## config.mk

```make
export PLATFORM = sky130hd
export DESIGN_NAME = q2_slice_word
export DESIGN_NICKNAME = d
export VERILOG_FILES = /design/src/rtl/q2_pkg.sv /design/src/rtl/q2_xshift.sv /design/src/rtl/q2_slice_word.sv
export SDC_FILE = /design/constraint.sdc
export NUM_CORES = 1
export LEC_CHECK = 0
export CAP_MARGIN = 30
export CORE_AREA = 2 2 83 61
export CTS_CLUSTER_DIAMETER = 80
export DETAILED_ROUTE_END_ITERATION = 16
export DIE_AREA = 0 0 85 63
export GPL_ROUTABILITY_DRIVEN = 0
export GPL_TIMING_DRIVEN = 1
export PLACE_DENSITY = 0.82
export SYNTH_ARGS = -nofsm -noshare
export SYNTH_HDL_FRONTEND = slang
export SYNTH_SLANG_ARGS = --single-unit
```

## constraint.sdc

```tcl
create_clock -name clk -period 4.8 [get_ports clk]
set_clock_uncertainty 0.2 [all_clocks]
set_input_delay 1.44 -clock clk [delete_from_list [all_inputs] [get_ports clk]]
set_output_delay 1.44 -clock clk [all_outputs]
set_load 0.01 [all_outputs]
```

## src/rtl/q2_pkg.sv

```systemverilog
// q2_pkg: shared shifter state type and X-source/shift-direction encodings.
package q2_pkg;
  typedef enum logic {IDLE, SHIFT} shift_state_t;
  localparam logic [3:0] XIN_ZERO  = 4'b1000;
  localparam logic [3:0] XIN_SHIFT = 4'b0100;
  localparam logic [3:0] XIN_P     = 4'b0010;
  localparam logic [3:0] XIN_DBUS  = 4'b0001;
  localparam logic SHIFT_LEFT  = 1'b0;
  localparam logic SHIFT_RIGHT = 1'b1;
endpackage

```

## src/rtl/q2_xshift.sv

```systemverilog
// q2_xshift: X register with single-step loads and a multi-cycle serial shifter.
module q2_xshift
  import q2_pkg::*;
#(
  parameter int WIDTH = 8,
  parameter int SHW   = $clog2(WIDTH) + 1
) (
  input  logic             clk,
  input  logic             rst,
  input  logic             i_wrx,
  input  logic [3:0]       i_xin,
  input  logic             i_shift_in,
  input  logic             i_shift_dir,
  input  logic             i_shift_start,
  input  logic [SHW-1:0]   i_shift_amt,
  input  logic [WIDTH-1:0] i_p,
  input  logic [WIDTH-1:0] i_dbus,
  output logic [WIDTH-1:0] o_x,
  output logic             o_busy,
  output logic             o_done
);
  localparam logic [SHW-1:0] MAX_AMT = SHW'(WIDTH);
  shift_state_t     r_state, w_state_nx;
  logic [WIDTH-1:0] r_x, w_x_nx, w_x_sh;
  logic [SHW-1:0]   r_cnt, w_cnt_nx, w_amt;
  logic             r_done, w_done_nx;
  assign w_x_sh = (i_shift_dir == SHIFT_RIGHT) ? {i_shift_in, r_x[WIDTH-1:1]} : {r_x[WIDTH-2:0], i_shift_in};
  assign w_amt  = (i_shift_amt > MAX_AMT) ? MAX_AMT : i_shift_amt;
  always_comb begin
    w_state_nx = r_state;
    w_x_nx     = r_x;
    w_cnt_nx   = r_cnt;
    w_done_nx  = 1'b0;
    if (r_state == SHIFT) begin
      w_x_nx   = w_x_sh;
      w_cnt_nx = r_cnt - SHW'(1);
      if (r_cnt == SHW'(1)) begin
        w_state_nx = IDLE;
        w_done_nx  = 1'b1;
      end
    end else begin
      if (i_wrx)
        w_x_nx = (i_xin == XIN_ZERO)  ? '0 :
                 (i_xin == XIN_SHIFT) ? w_x_sh :
                 (i_xin == XIN_P)     ? i_p :
                 (i_xin == XIN_DBUS)  ? i_dbus : r_x;
      if (i_shift_start) begin
        w_done_nx  = (w_amt == '0);
        w_state_nx = (w_amt == '0) ? IDLE : SHIFT;
        w_cnt_nx   = w_amt;
      end
    end
  end
  always_ff @(posedge clk) begin
    if (rst) begin
      r_state <= IDLE;
      r_x     <= '0;
      r_cnt   <= '0;
      r_done  <= 1'b0;
    end else begin
      r_state <= w_state_nx;
      r_x     <= w_x_nx;
      r_cnt   <= w_cnt_nx;
      r_done  <= w_done_nx;
    end
  end
  assign o_x    = r_x;
  assign o_busy = (r_state == SHIFT);
  assign o_done = r_done;
endmodule

```

## src/rtl/q2_slice_word.sv

```systemverilog
// q2_slice_word: word-wide Q2 register slice with A/X/P/S registers and bus drive muxing.
module q2_slice_word
  import q2_pkg::*;
#(
  parameter  int WIDTH = 8,
  localparam int SHW   = $clog2(WIDTH) + 1
) (
  input  logic             clk,
  input  logic             rst,
  input  logic [WIDTH-1:0] sw,
  input  logic             dep,
  input  logic [WIDTH-1:0] dbus_in,
  output logic [WIDTH-1:0] dbus_out,
  output logic             dbus_oe,
  output logic [WIDTH-1:0] abus_out,
  output logic             abus_oe,
  input  logic             wra,
  input  logic             rda,
  input  logic [WIDTH-1:0] ain,
  input  logic             incp,
  input  logic             wrp,
  input  logic             rdp,
  input  logic             wrx,
  input  logic             rdx,
  input  logic [3:0]       xin,
  input  logic             shift_in,
  input  logic             shift_dir,
  input  logic             shift_start,
  input  logic [SHW-1:0]   shift_amt,
  input  logic             wrs,
  input  logic             sin,
  output logic [WIDTH-1:0] aout,
  output logic [WIDTH-1:0] xout,
  output logic [WIDTH-1:0] pout,
  output logic             sout,
  output logic             p_wrap,
  output logic             busy,
  output logic             done,
  output logic             bus_conflict
);
  logic [WIDTH-1:0] r_a, r_p, w_x;
  logic             r_s, r_p_wrap;
  q2_xshift #(.WIDTH(WIDTH), .SHW(SHW)) u_xshift (
    .clk(clk), .rst(rst), .i_wrx(wrx), .i_xin(xin), .i_shift_in(shift_in),
    .i_shift_dir(shift_dir), .i_shift_start(shift_start), .i_shift_amt(shift_amt),
    .i_p(r_p), .i_dbus(dbus_in), .o_x(w_x), .o_busy(busy), .o_done(done)
  );
  always_ff @(posedge clk) begin
    if (rst) begin
      r_a      <= '0;
      r_p      <= sw;
      r_s      <= 1'b0;
      r_p_wrap <= 1'b0;
    end else begin
      if (wra) r_a <= ain;
      if (wrs) r_s <= sin;
      r_p      <= wrp ? w_x : incp ? r_p + WIDTH'(1) : r_p;
      r_p_wrap <= ~wrp & incp & (&r_p);
    end
  end
  assign dbus_out     = dep ? sw : rda ? r_a : '0;
  assign dbus_oe      = dep | rda;
  assign abus_out     = rdp ? r_p : rdx ? w_x : '0;
  assign abus_oe      = rdp | rdx;
  assign bus_conflict = (dep & rda) | (rdp & rdx);
  assign aout   = r_a;
  assign xout   = w_x;
  assign pout   = r_p;
  assign sout   = r_s;
  assign p_wrap = r_p_wrap;
endmodule

```

; ---- Word-level counts from Yosys, hierarchy flattened
; Index checks and enable logic that the tools add are counted.
; W data, S select, Z words.
[op_classes]
div = 0
mux = 24
magnitude_cmp = 1
n_addsub = 2
shifts = 0
n_reduce_logical = 7
multipliers = 0
bitwise_logic = 8
n_eq_ne = 5
[ops]
columns = cell, n
row1 = $mux W8, 14
row2 = $mux W4, 3
row3 = $add A8 B1 Y8 const B, 1
row4 = $eq A4 B1 Y1 const B, 2
row5 = $reduce_and A8 Y1, 1
row6 = $mux W1, 7
row7 = $reduce_bool A5 Y1, 1
row8 = $and A1 B1 Y1, 4
row9 = $eq A4 B2 Y1 const B, 1
row10 = $eq A4 B3 Y1 const B, 1
row11 = $eq A4 B4 Y1 const B, 1
row12 = $gt A4 B4 Y1 const B, 1
row13 = $logic_not A4 Y1, 1
row14 = $reduce_bool A2 Y1, 2
row15 = $sub A4 B1 Y4 const B, 1
row16 = $or A1 B1 Y1, 3
row17 = $reduce_bool A3 Y1, 1
row18 = $reduce_and A2 Y1, 1
row19 = $not A1 Y1, 1
[word_totals]
romBits = 0
ram_bits = 0
ff_bits = 32
n_memories = 0
inputBits = 47
latchBits = 0
output_inout_bits = 47

; ---- Longest topological paths before layout
[depth]
word_depth = 7
mapped_depth = 6
mapped_depth_nobuf = 6

; ---- Modules after synthesis
; Synthesis repeated with hierarchy kept, for this count alone.
[hier_totals]
hier_cells = 248
area_unflattened_um2 = 2108.3
[modules_own_cells]
columns = module, instances, area_each_um2, cells_each, seq_area_each_um2
row1 = q2_slice_word, 1, 1128.6, 147, 440.4
row2 = q2_xshift, 1, 979.7, 101, 280.3

; ---- Worst setup path after synthesis
; OpenSTA, ideal clock, no wires.
[synth_path]
path_type = input port to output port
startpoint = input port rdp
endpoint = output port abus_out[5]
n_path_buf = 2
setup_slack_ns = 0.999
arrival_ns = 2.161
required_time_ns = 3.160
path_stages = 4
path_cell_list = clkbuf_1 -> clkbuf_1 -> nand2_1 -> o21ai_1
[synth_via]
elab_chain_len = 1
[synth_lines]
columns = element, line_no
row1 = start: declaration, q2_slice_word.sv:22  ; input logic rdp,
row2 = $mux W8, q2_slice_word.sv:63  ; assign abus_out = rdp ? r_p : rdx ? w_x : '0;
row3 = end: declaration, q2_slice_word.sv:15  ; output logic [WIDTH-1:0] abus_out,
; Every way passes these cells.

; ---- Worst setup path in the final report
[layout_path]
startpoint = input port rda
endpoint = output port dbus_out[1]
[layout_via]
elab_chain_len = 2
[layout_lines]
columns = element, line_no
row1 = start: declaration, q2_slice_word.sv:18  ; input logic rda,
row2 = $mux W8 (2 in series), q2_slice_word.sv:61  ; assign dbus_out = dep ? sw : rda ? r_a : '0;
row3 = end: declaration, q2_slice_word.sv:13  ; output logic [WIDTH-1:0] dbus_out,
; Every way passes these cells.

==> flow_metrics.tcl <==
set metrics [dict create \
    status "completed" \
    syn_inst 258 \
    grt_start_max_net_pins 36 \
    ys_types 40 \
    synth_async_sr_flop_share 0 \
    clockRootBuffer "clkbuf_8" \
    synth.ff_latch_count 32 \
    timing.final.crit_share 0.951 \
    worstSetupPathType "input port to primary output" \
    synth-edff-count 8 \
    critPathArrivalTime_ns 2.93 \
    synth.largest_area_cell "dfxtp_1" \
    setup_slack_ns 0.234 \
    cpMostUsedCell "clkdlybuf4s50_1" \
    yosysMostFrequentCell "nand2_1" \
    num_vias 2172 \
    synth_area_per_cell_um2 7.78 \
    timing.fmax_mhz 219 \
    first_global_vias 2098 \
    fin_crit_ns 4.57 \
    drive_above_1_share 0.0348 \
    portBuffers 93 \
    first_pass_iters 5 \
    io_pins 94 \
    final_cells 402 \
    setup_viol 0 \
    cts_tree "done" \
    hold_buffers 0 \
    rows 21 \
    dieHeight_um 63 \
    cts_buffer_depth 2 \
    wl_per_cell_um 14.9 \
    synth_ff_type "dfxtp_1" \
    drt-initial-drc-count 124 \
    ant_nets 0 \
    synth_common_cells "nand2_1 (68), dfxtp_1 (24), o21ai_1 (24)" \
    synth.top_cell.area_share 0.239 \
    cts.sinks 32 \
    max_stage_delay_ns 0.67 \
    synth_area_leaders "dfxtp_1 (24%), nand2_1 (13%), edfxtp_1 (12%)" \
    hold_path_class "flip-flop to flip-flop" \
    syn_to_final_growth_pct 51.8 \
    postCtsSetupRepairBufs 0 \
    cp_max_fo 10 \
    grt_pass1_wl_um 10000 \
    post-route-util 0.663 \
    dp_hpwl_um 4490 \
    netlist_area_mm2 0.00201 \
    start_util 0.436 \
    grt_overflow 0 \
    cp_cell_sequence "clkdlybuf4s50_1 > nand2_1 > o21ai_1 > clkdlybuf4s50_1" \
    critPathBufInv 2 \
    design.core.area_mm2 0.00460 \
    leakagePower_nw 1.18 \
    placed_cells 394 \
    wl_um 6000 \
    critPathTopFamily "buffers and inverters" \
    syn-num-nets 308 \
    tightest_slew_ns 0.753 \
    max_slew_margin 0.497 \
    drv_cap 0 \
    place_ws_ns 0.228 \
    hold_viol 0 \
    insertion_delay_ns 0.28 \
    report.final.slew_viol_count 0 \
    power.total_mw 0.790 \
    die_area_mm2 0.00536 \
    peakVddDrop_v 0.000133 \
    design.final.nets 394 \
    n_antenna_cell 0 \
    ys_seq_area_frac 0.359 \
    rsz0062_at_grt "false" \
    cts-buffers-inserted 5 \
    clk_pin_slew_ns 0.06 \
    yosys_warnings 0 \
    slowest_stage "clkdlybuf4s50_1" \
    power.density_mw_per_mm2 259 \
    htree_levels 2 \
    worstSetupStartpointType "input port" \
    critPathCaptureType "primary output" \
    antenna_found_initial 0 \
    postCtsResizedCells 0 \
    required_ns 3.16 \
    via_per_inst 5.40 \
    dieWidth_um 85 \
    drc 0 \
    grt_usage 0.228 \
    finalSetupTns_ns 0 \
]
flip-flops by register name, summed over array words and instances, names as in the netlist:
register	cells
aout	8
p_wrap	1
pout	8
sout	1
u_xshift.o_busy	1
u_xshift.o_done	1
u_xshift.o_x	8
u_xshift.r_cnt	4
report_power, final:
part / total [mW] / switching (mW) / internal, mW / leakage, nW
clock network: 0.197 / 0.0966 / 0.101 / 0.0399
registers: 0.341 / 0.0374 / 0.304 / 0.284
logic: 0.251 / 0.110 / 0.142 / 0.855
cell families (layout without fill, tap and decap cells):
kind of cell | count (synthesis) | in the layout | share of synthesized area
simple gates | 117 | 117 | 0.262
flops | 32 | 32 | 0.359
mux | 22 | 22 | 0.110
fa+ha+maj | 3 | 3 | 0.0187
xor+xnor | 5 | 5 | 0.0218
compound gates | 55 | 55 | 0.183
buf+inv | 24 | 111 | 0.0455
tightest hold or removal path, cell delays in order (launching register included):
cell and delay [ns]:
dfxtp_1 0.33, mux2i_1 0.07, nor2_1 0.08
layer usage:
layer	vias up	wire length, um	GRT usage
met5	-	0	0
met4	0	27	0.0476
met3	5	387	0.0568
met2	75	2720	0.356
met1	1010	2860	0.318
li1	1082	-	-
cells in the final DEF (no fill, tap or decap), drive strengths merged, types with 4 or more instances in the layout:
| cell type | n |
|---|---|
| xnor2 | 4 |
| mux2i | 22 |
| a32o | 8 |
| a21oi | 7 |
| edfxtp | 8 |
| dfxtp | 24 |
| nand2b | 4 |
| o21ai | 25 |
| nand3 | 9 |
| nor3 | 6 |
| inv | 7 |
| clkbuf | 7 |
| clkdlybuf4s50 | 93 |
| nand2 | 68 |
| nor2 | 17 |
area by class of cell:
| cell class | instances | area (um^2) |
|---|---|---|
| Tap cell | 57 | 71.3 |
| Clock buffer | 7 | 76.3 |
| Fill cell | 369 | 1550 |
| Timing Repair Buffer | 96 | 953 |
| Multi-Input combinational cell | 202 | 1190 |
| Sequential cell | 32 | 721 |
| Inverter | 7 | 26.3 |
| Clock inverter | 1 | 3.75 |
worst paths after layout:
kind                endpoint            start  slack [ns]  cells after the start
min reg2reg             sout             sout        0.31                      2
min                     sout             sout        0.31                      2
max              dbus_out[1]              rda        0.23                      4
max reg2reg  u_xshift.o_x[0]  u_xshift.o_busy        2.88                      4
per-stage QoR:
stage | instance area, um^2 | hold slack (ns)
2_1_floorplan | 2010 | 0.292
5_1_grt | 3050 | 0.340
3_5_place_dp | 2970 | 0.298
4_1_cts | 3050 | 0.312
3_3_place_gp | 2970 | 0.281
6_report | 3050 | 0.308
Power figures use the tool's default switching activity.
